**src/rtl/alu_issue.sv**
```systemverilog
// alu_issue: 4-entry request FIFO issuing to an external ALU, registered result.
// Define ALU_ISSUE_ACC_EN to enable the accumulator operand path (in_use_acc/acc).
module alu_issue (
  input  logic        clk,
  input  logic        reset,
  input  logic        in_valid,
  output logic        in_ready,
  input  logic [2:0]  in_op,
  input  logic [31:0] in_a,
  input  logic [31:0] in_b,
  input  logic        in_use_acc,
  output logic [2:0]  alu_op,
  output logic [31:0] alu_a,
  output logic [31:0] alu_b,
  input  logic [31:0] alu_y,
  output logic        out_valid,
  input  logic        out_ready,
  output logic [31:0] out_y,
  output logic        out_zero,
  output logic [31:0] acc,
  output logic [2:0]  count
);

  logic [2:0]  op_q [4];
  logic [2:0]  op_d [4];
  logic [31:0] a_q [4];
  logic [31:0] a_d [4];
  logic [31:0] b_q [4];
  logic [31:0] b_d [4];
`ifdef ALU_ISSUE_ACC_EN
  logic        ua_q [4];
  logic        ua_d [4];
`else
  logic        unused_use_acc;
  assign unused_use_acc = in_use_acc;
`endif

  logic [1:0]  wr_ptr_q, wr_ptr_d;
  logic [1:0]  rd_ptr_q, rd_ptr_d;
  logic [2:0]  count_q, count_d;
  logic        out_valid_q, out_valid_d;
  logic        out_zero_q, out_zero_d;
  logic [31:0] out_y_q, out_y_d;
  logic [31:0] acc_q, acc_d;
  logic        push, issue, empty;

  // Handshake decisions use registered occupancy only.
  assign empty    = (count_q == 3'd0);
  assign in_ready = (count_q != 3'd4);
  assign push     = in_valid && in_ready;
  assign issue    = !empty && (!out_valid_q || out_ready);

  assign out_valid = out_valid_q;
  assign out_y     = out_y_q;
  assign out_zero  = out_zero_q;
  assign acc       = acc_q;
  assign count     = count_q;

  always_comb begin
    alu_op = '0;
    alu_a  = '0;
    alu_b  = '0;
    if (!empty) begin
      alu_op = op_q[rd_ptr_q];
      alu_b  = b_q[rd_ptr_q];
`ifdef ALU_ISSUE_ACC_EN
      alu_a  = ua_q[rd_ptr_q] ? acc_q : a_q[rd_ptr_q];
`else
      alu_a  = a_q[rd_ptr_q];
`endif
    end
  end

  always_comb begin
    op_d        = op_q;
    a_d         = a_q;
    b_d         = b_q;
`ifdef ALU_ISSUE_ACC_EN
    ua_d        = ua_q;
`endif
    wr_ptr_d    = wr_ptr_q;
    rd_ptr_d    = rd_ptr_q;
    count_d     = count_q;
    out_valid_d = out_valid_q;
    out_y_d     = out_y_q;
    out_zero_d  = out_zero_q;
    acc_d       = acc_q;

    if (push) begin
      op_d[wr_ptr_q] = in_op;
      a_d[wr_ptr_q]  = in_a;
      b_d[wr_ptr_q]  = in_b;
`ifdef ALU_ISSUE_ACC_EN
      ua_d[wr_ptr_q] = in_use_acc;
`endif
      wr_ptr_d = wr_ptr_q + 2'd1;
    end

    if (issue) begin
      rd_ptr_d    = rd_ptr_q + 2'd1;
      out_valid_d = 1'b1;
      out_y_d     = alu_y;
      out_zero_d  = (alu_y == 32'd0);
`ifdef ALU_ISSUE_ACC_EN
      acc_d       = alu_y;
`endif
    end else if (out_ready) begin
      out_valid_d = 1'b0;
    end

    unique case ({push, issue})
      2'b10:   count_d = count_q + 3'd1;
      2'b01:   count_d = count_q - 3'd1;
      default: count_d = count_q;
    endcase
  end

  always_ff @(posedge clk or posedge reset) begin
    if (reset) begin
      for (int i = 0; i < 4; i++) begin
        op_q[i] <= '0;
        a_q[i]  <= '0;
        b_q[i]  <= '0;
`ifdef ALU_ISSUE_ACC_EN
        ua_q[i] <= 1'b0;
`endif
      end
      wr_ptr_q    <= '0;
      rd_ptr_q    <= '0;
      count_q     <= '0;
      out_valid_q <= 1'b0;
      out_y_q     <= '0;
      out_zero_q  <= 1'b0;
      acc_q       <= '0;
    end else begin
      op_q        <= op_d;
      a_q         <= a_d;
      b_q         <= b_d;
`ifdef ALU_ISSUE_ACC_EN
      ua_q        <= ua_d;
`endif
      wr_ptr_q    <= wr_ptr_d;
      rd_ptr_q    <= rd_ptr_d;
      count_q     <= count_d;
      out_valid_q <= out_valid_d;
      out_y_q     <= out_y_d;
      out_zero_q  <= out_zero_d;
      acc_q       <= acc_d;
    end
  end

endmodule

```
**config.mk**
```make
export PLATFORM = sky130hd
export DESIGN_NAME = alu_issue
export DESIGN_NICKNAME = d
export VERILOG_FILES = /design/src/rtl/alu_issue.sv
export SDC_FILE = /design/constraint.sdc
export NUM_CORES = 1
export LEC_CHECK = 0
export ABC_AREA = 1
export CAP_MARGIN = 15
export CORE_ASPECT_RATIO = 0.75
export CORE_MARGIN = 1.5
export CORE_UTILIZATION = 58
export CTS_CLUSTER_SIZE = 25
export DETAILED_ROUTE_END_ITERATION = 6
export PLACE_DENSITY_LB_ADDON = 0.1
export SLEW_MARGIN = 5
export SYNTH_ARGS = -nofsm -noshare
export SYNTH_HDL_FRONTEND = slang
export SYNTH_SLANG_ARGS = --single-unit
```
**constraint.sdc**
```tcl
create_clock -name clk -period 16 [get_ports clk]
set_clock_uncertainty 0.1 [all_clocks]
set_input_delay 3.2 -clock clk [delete_from_list [all_inputs] [get_ports clk]]
set_output_delay 3.2 -clock clk [all_outputs]
set_load 0.02 [all_outputs]
```
# After elaboration in Yosys (flattened, before gate mapping)
# Index checks and enable logic that the tools add are counted.
dict set report totals {
  rom_bits 0
  register_bits 309
  mem_bits_rw 0
  output_inout_bits 137
  n_memories 0
  latch_bits 0
}
dict set report classes {
  n_div 0
  mul 0
  n_lt_le_gt_ge 3
  reduce_logical 10
  bitwise_logic 2
  n_shift 0
  n_eq_ne 3
  n_mux 22
  addsub 4
}
# operator n
set ops {}
lappend ops {{bitwise mux 128 bit} 2}
lappend ops {{2-to-1 mux 32 bit} 7}
lappend ops {{binary-select mux 32 bit (select 2 bit)} 2}
lappend ops {{demux 32 bit (select 2 bit)} 1}
lappend ops {{zero test 32 bit} 1}
lappend ops {{bitwise mux 12 bit} 1}
lappend ops {{2-to-1 mux 3 bit} 4}
lappend ops {{binary-select mux 3 bit (select 2 bit)} 1}
lappend ops {{demux 3 bit (select 2 bit)} 1}
lappend ops {{greater-or-equal comparator 3 bit (second input constant)} 2}
lappend ops {{inverter 2 -> 3 bit} 2}
lappend ops {{one-hot mux 3 bit (2 select lines)} 1}
lappend ops {{adder 2 x 1 -> 2 bit (second input constant)} 2}
lappend ops {{nonzero test 2 bit} 2}
lappend ops {{adder 3 x 1 -> 3 bit (second input constant)} 1}
lappend ops {{logical AND 1 bit} 3}
lappend ops {{zero test 3 bit} 1}
lappend ops {{< comparator 3 x 1 -> 1 bit (second input constant)} 1}
lappend ops {{inequality test 3 bit (second input constant)} 1}
lappend ops {{subtractor 3 x 1 -> 3 bit (second input constant)} 1}
lappend ops {{== test 2 x 1 -> 1 bit (second input constant)} 1}
lappend ops {{== test 2 bit (second input constant)} 1}
lappend ops {{zero test 1 bit} 2}
lappend ops {{2-to-1 mux 1 bit} 2}
lappend ops {{logical OR 1 bit} 1}

# Longest topological paths before layout
dict set report logic_depth {
  depth_word 6
  mapped_depth 11
  depth_no_buf 9
}

# Least setup slack after synthesis
# No wires, ideal clock.
dict set report synth_timing {
  path_type {input port to flip-flop}
  from {in out_ready}
  to {reg count_q[2] (netlist: count[2])}
  path_slack_ps 11220
  path_stages 9
  required_ps 15769
  setup_ps 131
  arrival_ps 4549
  n_path_buf 1
  cell_sequence {nor2_1 -> a21oi_2 -> buf_2 -> ha_1 -> inv_1 -> fa_1 -> a21oi_1 -> o21ai_0 -> xor2_1}
}
dict set report synth_via {
  elab_chain_len 4
}
# item line_no
set synth_lines {}
lappend synth_lines {{start, declared} 17} ;# input logic out_ready,
lappend synth_lines {{logical OR 1 bit *} 51} ;# assign issue = !empty && (!out_valid_q || out_ready);
lappend synth_lines {{logical AND 1 bit *} 51}
lappend synth_lines {{named net issue} 45} ;# logic push, issue, empty;
lappend synth_lines {{== test 2 x 1 -> 1 bit / == test 2 bit (equally long branches)} 111} ;# unique case ({push, issue})
lappend synth_lines {{one-hot mux 3 bit (2 select lines) / nonzero test 2 bit (equally long branches)} n/a}
lappend synth_lines {{end signal, assigned} 144} ;# count_q <= count_d;
lappend synth_lines {{end, declared} 40} ;# logic [2:0] count_q, count_d;
# The timed path passes the listed nets; every way through them passes the cells marked *.
# A chain may end at the register's enable or synchronous reset.

# Worst setup path after layout
dict set report layout_timing {
  from {reg rd_ptr_q[0]}
  to {out alu_a[11]}
}
dict set report layout_via {
  elab_chain_len 5
}
# item line_no
set layout_lines {}
lappend layout_lines {{start, declared} 39} ;# logic [1:0] rd_ptr_q, rd_ptr_d;
lappend layout_lines {{start signal, assigned} 143} ;# rd_ptr_q <= rd_ptr_d;
lappend layout_lines {{inverter 2 -> 3 bit (not written as such)} 69} ;# alu_a = a_q[rd_ptr_q];
lappend layout_lines {{binary-select mux 32 bit (select 2 bit)} 69}
lappend layout_lines {{2-to-1 mux 32 bit (not written as such) (2 in a row)} 69}
lappend layout_lines {{2-to-1 mux 32 bit} 63} ;# if (!empty) begin
lappend layout_lines {{end, declared} 13} ;# output logic [31:0] alu_a,
# Every way passes these cells. The select of a mux whose other input is x is not followed.

==> flow_summary.yaml <==
clocking:
  cts_max_level: 1
  cts.clk_slew.worst_paths_ns: 0.06
  cts_buffers: 31
  hold_buffers: 0
  cts_sinks: 309
  cts_tree: "built"
  post-cts-setup-buffers: 0
  post_cts_resized: 0
  cts-root-buf: "clkbuf_16"
  clock_latency_ns: 0.55
  clock_path_buffers: 3
floorplanning:
  core.rowCount: 49
  dieArea_um2: 26000
  io_pins: 241
  start_util_pct: 59.9
  dieWidth_um: 186
  design.core.area_um2: 24300
  die_y_um: 140
setup_path:
  cp_top_family: "buffers and inverters"
  worstSetupPathType: "reg -> out"
  crit_chain: "buf_4 > o21ai_0 > a21oi_1 > clkdlybuf4s50_1"
  crit_fanout: 122
  startpoint: "rd_ptr_q[0]$_DFFE_PP0P_"
  startpoint_type: "flop"
  critical-path-slowest-cell: "buf_4"
  crit_cells: 4
  r2r_cells: 6
  cp.arrival_ns: 3.65
  crit_path_end_kind: "output pin"
  crit_buf_inv: 2
  critPathMaxStageDelay_ns: 0.97
  cp.required_ns: 12.70
  r2r_start: "count[1]$_DFFE_PP0P_"
hold_path:
  hold_class: "reg -> reg"
  holdPathStages: 2
  hold_path.startpoint: "out_y[1]$_DFFE_PP0P_"
grt:
  top_usage_layer: "met2"
  met2_usage_pct: 43.6
  use_met3_pct: 5.64
  grt_pass1_vias: 11600
  grt_pass1_wl_um: 59500
  gr-total-overflow: 0
  grt_max_degree: 180
  grt_antenna_before_repair: 3
  grt_use_total_pct: 28.3
  met1_usage_pct: 42.3
timing:
  fin_crit_sh_pct: 43.4
  finalSetupTns_ns: 0
  hold_viol: 0
  finalCriticalPeriod_ns: 6.95
  worstMarginPinSlew_ns: 1.16
  setup_viol: 0
  rsz0062_at_grt: "no"
  slew_headroom_pct: 22.5
  drv_slew: 0
  fmax_ghz: 0.144
routing:
  drtIter0Drc: 1198
  drc: 0
  drt-pass1-iter-count: 7
  routedWlPerCell_um: 16.1
  vias: 12200
  postRouteWirelength_um: 36400
  via_per_inst: 5.42
  drtAntennaViolNets: 0
yosys:
  ys.warnings.count: 0
  ys_seq_elements: 309
  yosysSeqAreaShare_pct: 53.2
  netlist_area_um2: 14500
  synth_edf_count: 0
  synth-async-reset-ratio_pct: 100
  synth_cell_types: 28
  syn_inst: 1779
  yosys_most_used_dff: "dfrtp_1"
  synth.avg_cell_area_um2: 8.17
placement:
  gp_congestion: 0.770
  dpl_cell_area_um2: 16400
  dpl.hpwl_um: 20200
  portBuffers: 207
final_layout:
  final_common_cell: "nand2_1"
  utilization_pct: 71.6
  drive_above_1_share_pct: 3.79
  nets: 2014
  layout_common_cells: "nand2_1 (526), dfrtp_1 (307), o21ai_0 (305)"
  design_area_um2: 17400
  area_growth_pct: 19.5
pwr:
  power_density_nw_per_um2: 231
  irDropWorstVdd_mv: 0.222
  p_leak_nw: 8.06
flow_run:
  drv_cap: 0
outcome:
  status: "finished, final reports clean"
## path summary, 6_finish.rpt
path / to / slack, ns
worst max-delay path: alu_a[11] / 9.05
worst min-delay path: out_y[1]$_DFFE_PP0P_ / 0.37
worst max register to register: a_q[17]$_DFFE_PP0P_ / 12.68
worst min register to register: out_y[1]$_DFFE_PP0P_ / 0.37
max in group asynchronous: rd_ptr_q[1]$_DFFE_PP0P_ / 11.03
min in group asynchronous: b_q[87]$_DFFE_PP0P_ / 3.10
## stage by stage
step,cells,power (mW),hold WS [ns],setup WS [ns]
after global placement,2202,3.23,0.353,9.54
after floorplan,1810,2.56,0.357,4.16
after detailed placement,2202,3.29,0.359,9.49
final,2258,4.02,0.372,9.05
after CTS,2257,4.03,0.374,9.06
after global routing,2257,4.30,0.395,8.82
## worst reg2reg max path, cell delays in order (launching register included)
cell and delay [ns]:
dfrtp_1 0.46, nor2_4 0.08, nand2_4 0.09, nand2_8 0.37, nor2_4 1.23, buf_4 0.66, o21ai_0 0.18
## Yosys cell counts (all sizes together), types with 4 or more instances
cell type / instances / area (µm²)
a21oi: 173 / 870
buf: 112 / 736
clkbuf: 47 / 178
dfrtp: 309 / 7730
ha: 5 / 62.6
inv: 156 / 586
nand2: 528 / 2010
nand3: 4 / 20.0
nor2: 25 / 140
o211ai: 31 / 233
o21ai: 380 / 1900
xor2: 4 / 35.0
## where the power goes
| group | total (mW) | switching (mW) | internal [mW] | leakage [nW] |
|---|---|---|---|---|
| registers | 1.33 | 0.182 | 1.15 | 3.82 |
| logic | 1.96 | 1.21 | 0.746 | 3.74 |
| clock network | 0.725 | 0.291 | 0.433 | 0.499 |
| total | 4.02 | 1.69 | 2.33 | 8.06 |
## routing by layer
layer	vias up	part of all wire, %
met5	-	0.074
met4	4	1.2
met3	44	8.6
met2	449	46
met1	5820	44
li1	5925	-
## layout make-up
class	count	area, µm²
fill	1917	6900
sequential	309	7740
tap	331	414
clock inverter	3	65.1
multi-input combinational	1185	5420
timing repair buffer	220	2180
inverter	157	597
clock buffer	52	955
antenna	1	2.50
## logic make-up after synthesis
kind of cell | count (synthesis) | synth area share [%]
xor gates and xnor gates | 5 | 0.301
buffers and inverters | 316 | 10.3
AOI/OAI and AO/OA | 585 | 20.7
adders and majority gates | 6 | 0.568
and+or+nand+nor | 557 | 14.9
other | 1 | 0.0258
DFF | 309 | 53.2
## registers in the layout, indices dropped and copies added, names as in the netlist
| signal | flops |
|---|---|
| out_zero | 1 |
| out_y | 32 |
| b_q | 128 |
| out_valid | 1 |
| rd_ptr_q | 2 |
| count | 3 |
| a_q | 128 |
| wr_ptr_q | 2 |
| op_q | 12 |
Note: power is estimated with default switching activity, not from simulation.
